### config.mk
export PLATFORM = sky130hd
export DESIGN_NAME = ram_arbiter_flat
export DESIGN_NICKNAME = d
export VERILOG_FILES = /design/src/rtl/ram_arbiter_if.sv /design/src/rtl/ram_arbiter.sv /design/src/flat_wrapper.sv
export SDC_FILE = /design/constraint.sdc
export NUM_CORES = 1
export LEC_CHECK = 0
export CAP_MARGIN = 20
export CORE_ASPECT_RATIO = 1.4
export CORE_MARGIN = 4
export CORE_UTILIZATION = 26
export CTS_BUF_LIST = sky130_fd_sc_hd__clkbuf_4
export CTS_CLUSTER_SIZE = 25
export DETAILED_ROUTE_END_ITERATION = 10
export GPL_TIMING_DRIVEN = 0
export PLACE_DENSITY_LB_ADDON = 0.05
export SETUP_SLACK_MARGIN = 0.5
export SYNTH_ARGS = -nofsm -noshare
export SYNTH_HDL_FRONTEND = slang
export SYNTH_SLANG_ARGS = --single-unit
### constraint.sdc
create_clock -name clk -period 2.34 [get_ports clk]
set_input_delay 0.702 -clock clk [delete_from_list [all_inputs] [get_ports clk]]
set_output_delay 0.702 -clock clk [all_outputs]
set_load 0.05 [all_outputs]
### src/rtl/ram_arbiter_if.sv
// Bundles the two requester ports and the RAM port of ram_arbiter.
// slave = arbiter side, master = requesters plus RAM (the surrounding logic).
interface ram_arbiter_if #(
  parameter int ADDR_WIDTH = 5,
  parameter int DATA_WIDTH = 8
);
  logic                  m0_req_valid;
  logic                  m0_req_ready;
  logic [ADDR_WIDTH-1:0] m0_req_addr;
  logic                  m0_rsp_valid;
  logic [DATA_WIDTH-1:0] m0_rsp_rdata;
  logic                  m0_rsp_err;

  logic                  m1_req_valid;
  logic                  m1_req_ready;
  logic                  m1_req_we;
  logic [ADDR_WIDTH-1:0] m1_req_addr;
  logic [DATA_WIDTH-1:0] m1_req_wdata;
  logic                  m1_rsp_valid;
  logic [DATA_WIDTH-1:0] m1_rsp_rdata;
  logic                  m1_rsp_err;

  logic [ADDR_WIDTH-1:0] ram_addr;
  logic [DATA_WIDTH-1:0] ram_wdata;
  logic                  ram_re;
  logic                  ram_we;
  logic [DATA_WIDTH-1:0] ram_rdata;

  modport slave (
    input  m0_req_valid, m0_req_addr,
    output m0_req_ready, m0_rsp_valid, m0_rsp_rdata, m0_rsp_err,
    input  m1_req_valid, m1_req_we, m1_req_addr, m1_req_wdata,
    output m1_req_ready, m1_rsp_valid, m1_rsp_rdata, m1_rsp_err,
    output ram_addr, ram_wdata, ram_re, ram_we,
    input  ram_rdata
  );

  modport master (
    output m0_req_valid, m0_req_addr,
    input  m0_req_ready, m0_rsp_valid, m0_rsp_rdata, m0_rsp_err,
    output m1_req_valid, m1_req_we, m1_req_addr, m1_req_wdata,
    input  m1_req_ready, m1_rsp_valid, m1_rsp_rdata, m1_rsp_err,
    input  ram_addr, ram_wdata, ram_re, ram_we,
    output ram_rdata
  );
endinterface

### src/rtl/ram_arbiter.sv
// Round-robin share of one single-port sync RAM between fetch (m0, read-only)
// and load/store (m1). One accept per cycle, fixed 1-cycle response latency.
module ram_arbiter #(
  parameter int ADDR_WIDTH = 5,
  parameter int DATA_WIDTH = 8,
  parameter int DEPTH      = 16
) (
  input  logic           clk,
  input  logic           rst,
  ram_arbiter_if.slave   bus
);
  localparam logic [ADDR_WIDTH:0] DEPTH_W = (ADDR_WIDTH+1)'(DEPTH);

  logic last_grant_q, last_grant_d;
  logic rsp_pend_q,   rsp_pend_d;
  logic rsp_owner_q,  rsp_owner_d;
  logic rsp_is_rd_q,  rsp_is_rd_d;
  logic rsp_err_q,    rsp_err_d;

  logic                  gnt_vld, gnt_id, sel_we, sel_in;
  logic [ADDR_WIDTH-1:0] sel_addr;

  always_comb begin
    gnt_vld = 1'b0;
    gnt_id  = 1'b0;
    if (!rst) begin
      if (bus.m0_req_valid && bus.m1_req_valid) begin
        gnt_vld = 1'b1;
        gnt_id  = ~last_grant_q;
      end else if (bus.m0_req_valid) begin
        gnt_vld = 1'b1;
      end else if (bus.m1_req_valid) begin
        gnt_vld = 1'b1;
        gnt_id  = 1'b1;
      end
    end
    sel_addr = gnt_id ? bus.m1_req_addr : bus.m0_req_addr;
    sel_we   = gnt_id & bus.m1_req_we;
    // Unsigned compare one bit wider so DEPTH == 2^ADDR_WIDTH never flags.
    sel_in   = ({1'b0, sel_addr} < DEPTH_W);

    bus.m0_req_ready = gnt_vld & ~gnt_id;
    bus.m1_req_ready = gnt_vld &  gnt_id;
    bus.ram_addr     = gnt_vld ? sel_addr : '0;
    bus.ram_re       = gnt_vld & sel_in & ~sel_we;
    bus.ram_we       = gnt_vld & sel_in &  sel_we;
    bus.ram_wdata    = bus.ram_we ? bus.m1_req_wdata : '0;

    last_grant_d = last_grant_q;
    rsp_pend_d   = 1'b0;
    rsp_owner_d  = rsp_owner_q;
    rsp_is_rd_d  = rsp_is_rd_q;
    rsp_err_d    = rsp_err_q;
    if (gnt_vld) begin
      last_grant_d = gnt_id;
      rsp_pend_d   = 1'b1;
      rsp_owner_d  = gnt_id;
      rsp_is_rd_d  = ~sel_we & sel_in;
      rsp_err_d    = ~sel_in;
    end
  end

  always_ff @(posedge clk) begin
    if (rst) begin
      last_grant_q <= 1'b1;
      rsp_pend_q   <= 1'b0;
      rsp_owner_q  <= 1'b0;
      rsp_is_rd_q  <= 1'b0;
      rsp_err_q    <= 1'b0;
    end else begin
      last_grant_q <= last_grant_d;
      rsp_pend_q   <= rsp_pend_d;
      rsp_owner_q  <= rsp_owner_d;
      rsp_is_rd_q  <= rsp_is_rd_d;
      rsp_err_q    <= rsp_err_d;
    end
  end

  // A pending response is squashed as soon as rst rises, not one cycle later.
  logic rsp_live;
  assign rsp_live = rsp_pend_q & ~rst;

  always_comb begin
    bus.m0_rsp_valid = rsp_live & ~rsp_owner_q;
    bus.m1_rsp_valid = rsp_live &  rsp_owner_q;
    bus.m0_rsp_rdata = (bus.m0_rsp_valid && rsp_is_rd_q) ? bus.ram_rdata : '0;
    bus.m1_rsp_rdata = (bus.m1_rsp_valid && rsp_is_rd_q) ? bus.ram_rdata : '0;
    bus.m0_rsp_err   = bus.m0_rsp_valid & rsp_err_q;
    bus.m1_rsp_err   = bus.m1_rsp_valid & rsp_err_q;
  end
endmodule

### src/flat_wrapper.sv
// flat-port wrapper written by rule: the top's interface ports become plain ports
module ram_arbiter_flat 
#(
  parameter int ADDR_WIDTH = 5,
  parameter int DATA_WIDTH = 8,
  parameter int DEPTH      = 16
)
  (clk, rst, bus_m0_req_valid, bus_m0_req_addr, bus_m0_req_ready, bus_m0_rsp_valid, bus_m0_rsp_rdata, bus_m0_rsp_err, bus_m1_req_valid, bus_m1_req_we, bus_m1_req_addr, bus_m1_req_wdata, bus_m1_req_ready, bus_m1_rsp_valid, bus_m1_rsp_rdata, bus_m1_rsp_err, bus_ram_addr, bus_ram_wdata, bus_ram_re, bus_ram_we, bus_ram_rdata);
  ram_arbiter_if #(.ADDR_WIDTH(ADDR_WIDTH), .DATA_WIDTH(DATA_WIDTH)) bus_i ();
  input  logic clk;
  input  logic rst;
  input wire logic [$bits(bus_i.m0_req_valid)-1:0] bus_m0_req_valid;
  input wire logic [$bits(bus_i.m0_req_addr)-1:0] bus_m0_req_addr;
  output wire logic [$bits(bus_i.m0_req_ready)-1:0] bus_m0_req_ready;
  output wire logic [$bits(bus_i.m0_rsp_valid)-1:0] bus_m0_rsp_valid;
  output wire logic [$bits(bus_i.m0_rsp_rdata)-1:0] bus_m0_rsp_rdata;
  output wire logic [$bits(bus_i.m0_rsp_err)-1:0] bus_m0_rsp_err;
  input wire logic [$bits(bus_i.m1_req_valid)-1:0] bus_m1_req_valid;
  input wire logic [$bits(bus_i.m1_req_we)-1:0] bus_m1_req_we;
  input wire logic [$bits(bus_i.m1_req_addr)-1:0] bus_m1_req_addr;
  input wire logic [$bits(bus_i.m1_req_wdata)-1:0] bus_m1_req_wdata;
  output wire logic [$bits(bus_i.m1_req_ready)-1:0] bus_m1_req_ready;
  output wire logic [$bits(bus_i.m1_rsp_valid)-1:0] bus_m1_rsp_valid;
  output wire logic [$bits(bus_i.m1_rsp_rdata)-1:0] bus_m1_rsp_rdata;
  output wire logic [$bits(bus_i.m1_rsp_err)-1:0] bus_m1_rsp_err;
  output wire logic [$bits(bus_i.ram_addr)-1:0] bus_ram_addr;
  output wire logic [$bits(bus_i.ram_wdata)-1:0] bus_ram_wdata;
  output wire logic [$bits(bus_i.ram_re)-1:0] bus_ram_re;
  output wire logic [$bits(bus_i.ram_we)-1:0] bus_ram_we;
  input wire logic [$bits(bus_i.ram_rdata)-1:0] bus_ram_rdata;
  assign bus_i.m0_req_valid = bus_m0_req_valid;
  assign bus_i.m0_req_addr = bus_m0_req_addr;
  assign bus_m0_req_ready = bus_i.m0_req_ready;
  assign bus_m0_rsp_valid = bus_i.m0_rsp_valid;
  assign bus_m0_rsp_rdata = bus_i.m0_rsp_rdata;
  assign bus_m0_rsp_err = bus_i.m0_rsp_err;
  assign bus_i.m1_req_valid = bus_m1_req_valid;
  assign bus_i.m1_req_we = bus_m1_req_we;
  assign bus_i.m1_req_addr = bus_m1_req_addr;
  assign bus_i.m1_req_wdata = bus_m1_req_wdata;
  assign bus_m1_req_ready = bus_i.m1_req_ready;
  assign bus_m1_rsp_valid = bus_i.m1_rsp_valid;
  assign bus_m1_rsp_rdata = bus_i.m1_rsp_rdata;
  assign bus_m1_rsp_err = bus_i.m1_rsp_err;
  assign bus_ram_addr = bus_i.ram_addr;
  assign bus_ram_wdata = bus_i.ram_wdata;
  assign bus_ram_re = bus_i.ram_re;
  assign bus_ram_we = bus_i.ram_we;
  assign bus_i.ram_rdata = bus_ram_rdata;
  ram_arbiter #(.ADDR_WIDTH(ADDR_WIDTH), .DATA_WIDTH(DATA_WIDTH), .DEPTH(DEPTH)) u_core (.clk(clk), .rst(rst), .bus(bus_i));
endmodule
==> run_results.csv, run 1 <==
group,metric,value,unit
cts,cts_tree,"yes",
run,maxCapViolCount,0,
timing,skew,0.001661,ns
synthesis,syn_inst,74,
synthesis,syn_avg_cell_area,7.440,um^2
synthesis,yosys.cell_types.count,23,
synthesis,synth_area_leaders,"and2_1 (20%), dfxtp_1 (18%), and3_1 (11%)",
cts,clockRootBuffer,"clkbuf_4",
setup_path,cp.arrival,1.88,ns
timing,fin_hold_ws,0.6460,ns
timing,rsz0062_at_grt,"yes",
synthesis,synth_top_area_share,20.45,%
timing,final_max_slew_viol_count,0,
setup_path,cpMaxStageDelayCell,"a311oi_4",
detailed_routing,drc,0,
synthesis,synth_fp_nets,105,
synthesis,synthXorXnorAreaFrac,0,%
floorplan,die_w,46.89,um
timing,period_minus_slack,2.582,ns
timing,timing.final.crit_share,110.3,%
setup_path,crit_chain,"clkdlybuf4s15_1 -> nand2b_4 -> o22a_1 -> a311oi_4 -> buf_6",
setup_path,crit_buf_inv,2,
detailed_routing,drt-pass1-iter-count,4,
placement,io_buffers,66,
grt,gr-usage-all-layers,23.79,%
timing,max_freq,387.3,MHz
setup_path,ff2ff_setup_slack,0.88,ns
synthesis,synthArstFlopShare,0,%
layout,antenna_cells,0,
layout,areaGrowthSynthToFinish,242.5,%
hold_path,holdPathEnd,"u_core.rsp_owner_q",
synthesis,synth-adder-area-share,0,%
floorplan,initial_core_util,27.57,%
floorplan,row_count,19,
synthesis,yosysSeqAreaShare,18.18,%
timing,worst_pin_slew,0.3807,ns
synthesis,ys_warn_count,0,
cts,cts.htree.levels,1,
placement,placed_cells,161,
setup_path,path_depth,5,
synthesis,synth-main-ff-cell,"dfxtp_1",
setup_path,worstPathMaxFanout,3,
detailed_routing,drtAntennaViolNets,0,
setup_path,r2r_cells,4,
synthesis,synth_area,550.5,um^2
synthesis,synth-simple-area-share,52.27,%
synthesis,synth-edff-count,0,
power_and_ir_drop,ir_drop,0.4003,mV
timing,finalSetupTns,-2.700,ns
placement,place_congestion,0.7756,
layout,drive_above_1_share,68.90,%
detailed_routing,routedWlPerCell,21.13,um
grt,grt_max_degree,11,
timing,setup_viol,25,
setup_path,critPathKind,"in2out",
grt,antenna_found_initial,0,
power_and_ir_drop,p_leak,0.8514,nW
grt,met3_usage,6.628,%
hold_path,hp-class,"reg2reg",
cts,cts_hold_buffers,0,
synthesis,synth_top_family_by_area,"simple AND/OR/NAND/NOR gates",
setup_path,end_kind,"output port",
hold_path,min-delay-start,"u_core.rsp_owner_q",
timing,finalWorstSetupSlack,-0.2420,ns
synthesis,synthMuxAreaShare,9.091,%
synthesis,synth_common_cells,"and2_1 (18), and3_1 (10), inv_1 (6), nand2_1 (6)",
cts,clock_sinks,5,
cts,clkTransAtPathRegs,0.05,ns
hold_path,hold_path_depth,2,
floorplan,die_h,62.45,um
floorplan,coreArea,1997,um^2
grt,gr-usage-met1,20.80,%
timing,hold_viol_final,0,
grt,grtUsageMet2,44.73,%
floorplan,pin_count,68,
detailed_routing,routed_wl,3909,um
cts,clock_path_buffers,2,
setup_path,crit_family,"compound AO/OA/AOI/OAI gates",
detailed_routing,vias,948,
cts,numCtsBuffers,3,
synthesis,synth_largest_area_cell,"and2_1",
grt,grt_pass1_wl,5147,um
outcome,violations,"negative setup slack",
placement,hpwl,1840,um
cts,insertion_delay,0.26,ns
setup_path,required,1.64,ns
setup_path,slowest_delay,0.33,ns
synthesis,ys_ff_latch,5,
timing,relSlewSlack,74.59,%
placement,pre_cts_ws,-1.417,ns
detailed_routing,vias_per_cell,5.124,
floorplan,die_area,2928,um^2
layout,stdcell_count,185,
layout,fin_util,94.42,%
setup_path,r2r_end,"u_core.rsp_err_q",
outcome,status,"finished with violations",
grt,grt_overflow,0,
grt,busiest_layer,"met2",
setup_path,cp-start-kind,"input port",
synthesis,synth_compound_area_share,13.86,%
synthesis,synth_most_common_cell,"and2_1",
grt,grt_pass1_vias,1064,
power_and_ir_drop,power_density,282.0,nW/um^2
setup_path,reg2reg_from,"u_core.last_grant_q",
layout,nNetsFinal,196,
detailed_routing,drt-initial-drc-count,22,
==> per-layer routing <==
metal | part of all wire [%] | up-vias
met1 | 33 | 442
met4 | 3.6 | 0
met2 | 56 | 63
met3 | 7.4 | 12
met5 | 0 | -
li1 | - | 431
==> registers in the layout, indices dropped and copies added, names as in the netlist <==
name,flops
u_core.rsp_pend_q,1
u_core.rsp_is_rd_q,1
u_core.rsp_owner_q,1
u_core.last_grant_q,1
u_core.rsp_err_q,1
==> report_power, final <==
group | switching (W) | internal [W]
Sequential | 0.0000115 | 0.0000918
Clock | 0.0000502 | 0.0000770
Combinational | 0.000143 | 0.000158
Total | 0.000205 | 0.000327
==> through the flow <==
stage / total power [W] / cell area [um^2]
global route: 0.0005530 / 1886
floorplan: 0.0002300 / 742.0
CTS: 0.0004818 / 1803
finish: 0.0005317 / 1886
global placement: 0.0003215 / 1429
detailed placement: 0.0003255 / 1429
==> worst min-delay path: cells and delay by family, from the launching register on <==
family | cells | cell delay, ns
DFF | 1 | 0.39
and+or+nand+nor | 1 | 0.13
AOI/OAI and AO/OA | 1 | 0.08
==> cells in the final DEF (no fill, tap or decap), types with 2 or more instances in the layout <==
cell type	netlist	routed
mux2i_2	0	2
o21ai_0	2	2
nand2_2	0	3
inv_1	6	6
mux2i_4	0	3
dfxtp_1	5	5
and2_4	0	18
dlygate4sd2_1	0	5
clkdlybuf4s50_1	0	20
buf_12	0	6
buf_6	0	13
nor2b_4	0	3
clkbuf_4	0	4
nand2_1	6	3
and3_4	0	10
nand2b_1	3	2
buf_4	0	10
buf_8	0	32
==> worst max-delay path by stage <==
stage / from / endpoint
finish: bus_m0_req_addr[4] / bus_ram_re
global route: bus_m0_req_addr[4] / bus_ram_re
CTS: bus_m0_req_valid / bus_ram_wdata[4]
detailed placement: bus_m1_req_valid / bus_ram_addr[2]
global placement: bus_m1_req_valid / bus_ram_addr[1]
floorplan: bus_m1_req_valid / bus_ram_wdata[0]
==> kinds of logic (layout without fill, tap and decap cells) <==
group	count (synthesis)	count (layout)
buffers and inverters	9	99
AO/OA/AOI/OAI	9	9
multiplexers	5	5
flip-flops	5	5
AND/OR/NAND/NOR	46	46
==> area by class of cell <==
class	instances	area, um^2
Tap cell	21	26.28
Timing Repair Buffer	86	1031
Inverter	6	22.52
Sequential cell	5	100.1
Clock buffer	4	30.03
Multi-Input combinational cell	60	620.6
Fill cell	51	111.4
Buffer	3	55.05
==> what timing repair did <==
item,CTS,global route
gates cloned,1,0
gates resized for setup,336,11
buffers inserted,12,7
endpoints found under the setup margin,38,37
pin swaps,14,4
(Power assumes the default switching activity.)
==> run 2: changes to the inputs <==
--- a/config.mk
+++ b/config.mk
@@ -6,7 +6,7 @@
 export NUM_CORES = 1
 export LEC_CHECK = 0
 export CAP_MARGIN = 20
-export CORE_ASPECT_RATIO = 1.4
+export CORE_ASPECT_RATIO = 0.7
 export CORE_MARGIN = 4
 export CORE_UTILIZATION = 26
 export CTS_BUF_LIST = sky130_fd_sc_hd__clkbuf_4
==> run 2 against run 1 <==
- the run still ends with negative setup slack left
- design area fell by 0.27%
- wire length rose by 25%
- setup slack improved by 0.081 ns
- sequential power barely moved
- first-iteration DRC count rose to 3.4 times the previous value
- core utilization rose by 2.7 points
- sequential share of layout area barely moved
- critical path type unchanged
==> run_results.csv, run 2 (synthesized netlist as in run 1, its figures left out) <==
group,metric,value,unit
outcome,status,"finished with violations",
outcome,violations,"negative setup slack",
detailed_routing,vias,1065,
cts,insertion_delay,0.28,ns
cts,clkTransAtPathRegs,0.05,ns
setup_path,ff2ff_setup_slack,1.03,ns
run,maxCapViolCount,0,
cts,cts_hold_buffers,0,
setup_path,r2r_cells,4,
placement,place_congestion,0.7625,
grt,grt_overflow,0,
timing,finalWorstSetupSlack,-0.1611,ns
cts,cts_tree,"yes",
power_and_ir_drop,power,0.0005439,W
placement,io_buffers,66,
floorplan,die_h,46.50,um
setup_path,required,1.64,ns
hold_path,holdPathEnd,"u_core.rsp_owner_q",
placement,place_area,1430,um^2
layout,drive_above_1_share,67.47,%
hold_path,hp-class,"reg2reg",
grt,grt_max_degree,11,
setup_path,r2r_end,"u_core.rsp_err_q",
floorplan,initial_core_util,28.44,%
timing,worst_pin_slew,0.4514,ns
placement,hpwl,2057,um
cts,cts.htree.levels,1,
timing,timing.final.crit_share,106.9,%
setup_path,cp-start-kind,"input port",
detailed_routing,vias_per_cell,5.665,
timing,period_minus_slack,2.501,ns
floorplan,pin_count,68,
timing,max_freq,399.8,MHz
timing,skew,0.009576,ns
cts,clock_path_buffers,2,
hold_path,min-delay-start,"u_core.rsp_owner_q",
power_and_ir_drop,power_density,289.2,nW/um^2
timing,hold_viol_final,0,
timing,finalSetupTns,-3.129,ns
placement,pre_cts_ws,-1.435,ns
timing,rsz0062_at_grt,"yes",
cts,clock_sinks,5,
grt,antenna_found_initial,0,
layout,antenna_cells,0,
grt,grt_pass1_wl,5533,um
detailed_routing,routed_wl,4878,um
setup_path,cp.arrival,1.80,ns
grt,grt_pass1_vias,1001,
detailed_routing,drt-initial-drc-count,75,
power_and_ir_drop,ir_drop,0.2952,mV
cts,numCtsBuffers,3,
layout,mostFrequentLayoutCells,"buf_8 (29), clkdlybuf4s50_1 (24), and2_4 (18)",
floorplan,die_w,63,um
cts,clockRootBuffer,"clkbuf_4",
placement,placed_cells,162,
floorplan,die_area,2930,um^2
layout,areaGrowthSynthToFinish,241.6,%
layout,fin_area,1881,um^2
power_and_ir_drop,p_leak,0.8520,nW
setup_path,critPathKind,"in2out",
timing,final_max_slew_viol_count,0,
detailed_routing,routedWlPerCell,25.95,um
detailed_routing,drt-pass1-iter-count,4,
layout,stdcell_count,188,
detailed_routing,drtAntennaViolNets,0,
grt,gr-usage-all-layers,25.98,%
layout,final_common_cell,"buf_8",
floorplan,coreArea,1936,um^2
floorplan,row_count,13,
timing,setup_viol,27,
setup_path,end_kind,"output port",
setup_path,startpoint,"rst",
setup_path,reg2reg_from,"u_core.last_grant_q",
timing,relSlewSlack,69.86,%
setup_path,worstPathMaxFanout,9,
detailed_routing,drc,0,
layout,nNetsFinal,198,
hold_path,hold_path_depth,2,
## run 2: changes by cell type in the layout (fill, tap and decap cells not counted), sizes merged
cell           previous run  this run
dlygate4sd2               5         1
buf                      62        63
clkdlybuf4s50            20        24
clkbuf                    5         6
## run 2: per-layer routing
| metal | vias up | share of wire (%) | global-route usage [%] |
|---|---|---|---|
| met1 | 488 | 32 | 26.87 |
| li1 | 435 | - | - |
| met2 | 111 | 52 | 51.57 |
| met3 | 31 | 9.7 | 7.561 |
| met4 | 0 | 6.3 | 9.211 |
| met5 | - | 0 | 0 |
## run 2: through the flow
stage	utilization, %	hold WS, ns
floorplan	-	0.5197
global placement	73.88	0.5430
detailed placement	73.88	0.5670
CTS	93.28	0.5761
global route	97.16	0.6439
finish	97.16	0.6294
## run 2: how the worst max path moves through the flow
| stage | slack (ns) | end | cells past startpoint |
|---|---|---|---|
| floorplan | -0.47 | bus_ram_wdata[0] | 3 |
| global placement | -1.38 | bus_ram_addr[1] | 5 |
| detailed placement | -1.43 | bus_ram_wdata[2] | 5 |
| CTS | -0.17 | bus_ram_wdata[2] | 6 |
| global route | -0.18 | bus_ram_wdata[4] | 6 |
| finish | -0.16 | bus_m0_rsp_rdata[6] | 7 |
## run 2: report_power, final
part	leakage, nW	switching, W	total (W)	internal (W)
Combinational	0.792	0.000147	0.000305	0.000158
Clock	0.0184	0.0000575	0.000135	0.0000775
Sequential	0.0417	0.0000120	0.000104	0.0000917
## run 2: final cells by class
class,instances,area [um^2]
multi-input combinational,60,598.1
fill,24,55.05
inverter,6,22.52
tap,22,27.53
buffer,3,53.80
timing repair buffer,88,1049
clock buffer,4,30.03
sequential,5,100.1
## run 2: repair_timing
item / in CTS / in global routing
pin swaps: 16 / 6
cloned: 1 / 0
endpoints found under the hold margin: 0 / 0
setup buffers: 14 / 7
setup endpoints to repair: 38 / 37
gates resized for setup: 327 / 9
## run 2: critical path, cell delays in order
cell	delay, ns
buf_12	0.13
nor2b_4	0.17
nor2b_4	0.21
buf_12	0.13
buf_6	0.10
and3_4	0.20
buf_8	0.15
==> run 3: changes to the inputs <==
--- a/config.mk
+++ b/config.mk
@@ -5,14 +5,12 @@
 export SDC_FILE = /design/constraint.sdc
 export NUM_CORES = 1
 export LEC_CHECK = 0
-export CAP_MARGIN = 20
 export CORE_ASPECT_RATIO = 0.7
 export CORE_MARGIN = 4
 export CORE_UTILIZATION = 26
 export CTS_BUF_LIST = sky130_fd_sc_hd__clkbuf_4
 export CTS_CLUSTER_SIZE = 25
 export DETAILED_ROUTE_END_ITERATION = 10
-export GPL_TIMING_DRIVEN = 0
 export PLACE_DENSITY_LB_ADDON = 0.05
 export SETUP_SLACK_MARGIN = 0.5
 export SYNTH_ARGS = -nofsm -noshare
==> run 3 against run 2 <==
- area after synthesis unchanged
- synthesized cell count unchanged
- the run now fails in clock tree synthesis
==> run_results.csv, run 3 <==
group,metric,value,unit
outcome,status,"stopped before the end",
outcome,haltStage,"clock tree synthesis",
outcome,first-error,"[ERROR DPL-0038] Utilization greater than 100%, impossible to legalize",
synthesis,synth_common_cells,"and2_1 (18), and3_1 (10), inv_1 (6), nand2_1 (6)",
synthesis,synth-main-ff-cell,"dfxtp_1",
cts,clock_path_buffers,2,
synthesis,synth_fp_nets,105,
placement,place_area,1869,um^2
synthesis,ys_warn_count,0,
synthesis,synth_area_leaders,"and2_1 (20%), dfxtp_1 (18%), and3_1 (11%)",
synthesis,yosys.cell_types.count,23,
placement,pre_cts_ws,-0.5632,ns
synthesis,synth-edff-count,0,
floorplan,die_h,46.50,um
synthesis,synth_area,550.5,um^2
synthesis,ys_ff_latch,5,
cts,numCtsBuffers,3,
placement,place_congestion,0.8073,
synthesis,syn_inst,74,
floorplan,initial_core_util,28.44,%
synthesis,synth_largest_area_cell,"and2_1",
cts,cts_hold_buffers,0,
cts,post-cts-setup-buffer-count,6,
placement,io_buffers,67,
cts,cts-resized-gates,53,
placement,hpwl,2969,um
synthesis,synth_most_common_cell,"and2_1",
cts,cts.htree.levels,1,
floorplan,die_w,63,um
synthesis,synthArstFlopShare,0,%
cts,clock_sinks,5,
synthesis,syn_avg_cell_area,7.440,um^2
floorplan,pin_count,68,
synthesis,synth_top_area_share,20.45,%
cts,clockRootBuffer,"clkbuf_4",
synthesis,yosysSeqAreaShare,18.18,%
floorplan,row_count,13,
-- run 3: cell counts after synthesis --
Identical to the previous run, type by type.
-- run 3: kinds of logic after synthesis --
kind of cell | Yosys count | share of synthesized area, %
flops | 5 | 18.18
mux | 5 | 9.091
compound gates | 9 | 13.86
simple gates | 46 | 52.27
buf+inv | 9 | 6.590
-- run 3: metrics by stage --
step / instances / utilization, %
after floorplan: 74 / -
after global placement: 172 / 96.57
after detailed placement: 172 / 96.57
==> run 4: changes to the inputs <==
==> config.mk (replaced) <==
export PLATFORM = sky130hd
export DESIGN_NAME = ram_arbiter_flat
export DESIGN_NICKNAME = d
export VERILOG_FILES = /design/src/rtl/ram_arbiter_if.sv /design/src/rtl/ram_arbiter.sv /design/src/flat_wrapper.sv
export SDC_FILE = /design/constraint.sdc
export NUM_CORES = 1
export LEC_CHECK = 0
export CORE_AREA = 4 4 65 67
export DETAILED_ROUTE_END_ITERATION = 10
export DIE_AREA = 0 0 69 71
export PLACE_DENSITY_LB_ADDON = 0.15
export SYNTH_ARGS = -nofsm -noshare
export SYNTH_HDL_FRONTEND = slang
export SYNTH_SLANG_ARGS = --single-unit
==> run 4 against run 3 <==
- the flow now finishes, with violations (negative setup slack)
==> run_results.csv, run 4 (synthesized netlist as in run 1, its figures left out) <==
group,metric,value,unit
outcome,status,"finished with violations",
outcome,violations,"negative setup slack",
setup_path,end_kind,"output port",
hold_path,hp-class,"reg2reg",
timing,period_minus_slack,2.482,ns
placement,pre_cts_ws,-0.5794,ns
floorplan,coreArea,3633,um^2
layout,areaGrowthSynthToFinish,273.6,%
setup_path,cp.arrival,1.78,ns
cts,clkTransAtPathRegs,0.03,ns
placement,io_buffers,67,
timing,setup_viol,15,
cts,clock_sinks,5,
run,maxCapViolCount,0,
floorplan,die_w,69,um
timing,fin_hold_ws,0.5429,ns
detailed_routing,drt-pass1-iter-count,3,
timing,worst_pin_slew,0.2828,ns
layout,nNetsFinal,194,
layout,fin_area,2057,um^2
floorplan,die_area,4899,um^2
setup_path,r2r_end,"u_core.rsp_is_rd_q",
layout,antenna_cells,0,
layout,num-fill-cells,339,
cts,clockRootBuffer,"clkbuf_8",
hold_path,holdPathEnd,"u_core.rsp_owner_q",
cts,cts_hold_buffers,0,
timing,timing.final.crit_share,106.1,%
grt,grt_pass1_vias,890,
detailed_routing,drc,0,
detailed_routing,vias_per_cell,3.976,
timing,relSlewSlack,81.22,%
layout,final_common_cell,"buf_12",
floorplan,die_h,71,um
power_and_ir_drop,ir_drop,0.3502,mV
floorplan,pin_count,68,
timing,skew,0.001527,ns
layout,drive_above_1_share,64.20,%
cts,cts.htree.levels,1,
timing,final_max_slew_viol_count,0,
timing,finalWorstSetupSlack,-0.1421,ns
cts,clock_path_buffers,2,
power_and_ir_drop,power_density,272.3,nW/um^2
detailed_routing,vias,835,
floorplan,row_count,22,
placement,hpwl,2264,um
cts,insertion_delay,0.22,ns
hold_path,hold_path_depth,2,
timing,rsz0062_at_grt,"yes",
setup_path,cp-start-kind,"input port",
detailed_routing,drtAntennaViolNets,0,
cts,numCtsBuffers,3,
floorplan,initial_core_util,15.15,%
grt,antenna_found_initial,0,
timing,hold_viol_final,0,
detailed_routing,drt-initial-drc-count,7,
timing,finalSetupTns,-1.675,ns
placement,placed_cells,201,
layout,mostFrequentLayoutCells,"buf_12 (37), clkdlybuf4s50_1 (24), buf_4 (12)",
setup_path,ff2ff_setup_slack,1.21,ns
grt,gr-usage-all-layers,10.87,%
grt,grt_max_degree,10,
timing,max_freq,402.9,MHz
setup_path,r2r_cells,3,
detailed_routing,routedWlPerCell,12.43,um
setup_path,required,1.64,ns
cts,cts_tree,"yes",
placement,place_area,1879,um^2
grt,grt_overflow,0,
placement,place_congestion,0.7761,
setup_path,reg2reg_from,"u_core.last_grant_q",
grt,grt_pass1_wl,4360,um
setup_path,critPathKind,"in2out",
detailed_routing,routed_wl,2611,um
layout,stdcell_count,210,
hold_path,min-delay-start,"u_core.rsp_owner_q",
setup_path,worstPathMaxFanout,5,
power_and_ir_drop,p_leak,0.8595,nW
[run 4: metrics by stage]
step | utilization (%) | total power (W)
2_1_floorplan | - | 0.0002218
3_3_place_gp | 51.72 | 0.0003757
3_5_place_dp | 51.72 | 0.0003785
4_1_cts | 56.34 | 0.0005674
5_1_grt | 56.61 | 0.0005887
6_report | 56.61 | 0.0005602
[run 4: cell type report]
type                       count  area, um^2  area share [%]
clock buffer                   4       45.04           2.190
multi-input combinational     60       606.8           29.50
tap                           48       60.06           2.920
inverter                       6       22.52           1.095
sequential                     5       100.1           4.866
timing repair buffer          87        1222           59.43
[run 4: timing repair]
action / 4_1_cts / 5_1_grt
setup endpoints to repair: 37 / 25
buffers inserted: 3 / 0
gates cloned: 2 / 0
resized for setup: 46 / 3
pin swaps: 13 / 2
[run 4: critical path, cell delays in order]
cell	delay, ns
buf_6	0.10
a21bo_4	0.23
nor4b_4	0.28
buf_4	0.19
and2_4	0.15
buf_12	0.13
[run 4: how the worst max path moves through the flow]
| stage | start | slack, ns | cells past startpoint | to |
|---|---|---|---|---|
| after floorplan | bus_m1_req_valid | -0.47 | 3 | bus_ram_wdata[0] |
| after global placement | bus_m1_req_valid | -0.57 | 5 | bus_ram_wdata[0] |
| after detailed placement | bus_m1_req_valid | -0.58 | 5 | bus_ram_wdata[0] |
| after CTS | bus_m0_req_valid | -0.16 | 6 | bus_ram_wdata[2] |
| after global routing | bus_m0_req_valid | -0.16 | 6 | bus_ram_wdata[0] |
| final | bus_m0_req_valid | -0.14 | 6 | bus_ram_wdata[0] |
[run 4: power by group]
part / leakage, nW / switching, W / internal, W / total, W
registers: 0.0417 / 0.00000537 / 0.0000923 / 0.0000977
clock network: 0.0228 / 0.0000439 / 0.000117 / 0.000161
logic: 0.795 / 0.000133 / 0.000168 / 0.000302
[run 4: routing by layer]
| layer | vias up | global-route usage [%] | share of wire [%] |
|---|---|---|---|
| met5 | - | 0 | 0 |
| met4 | 0 | 2.603 | 0.88 |
| met3 | 4 | 3.977 | 6.9 |
| met2 | 43 | 18.33 | 51 |
| met1 | 362 | 13.14 | 41 |
| li1 | 426 | - | - |
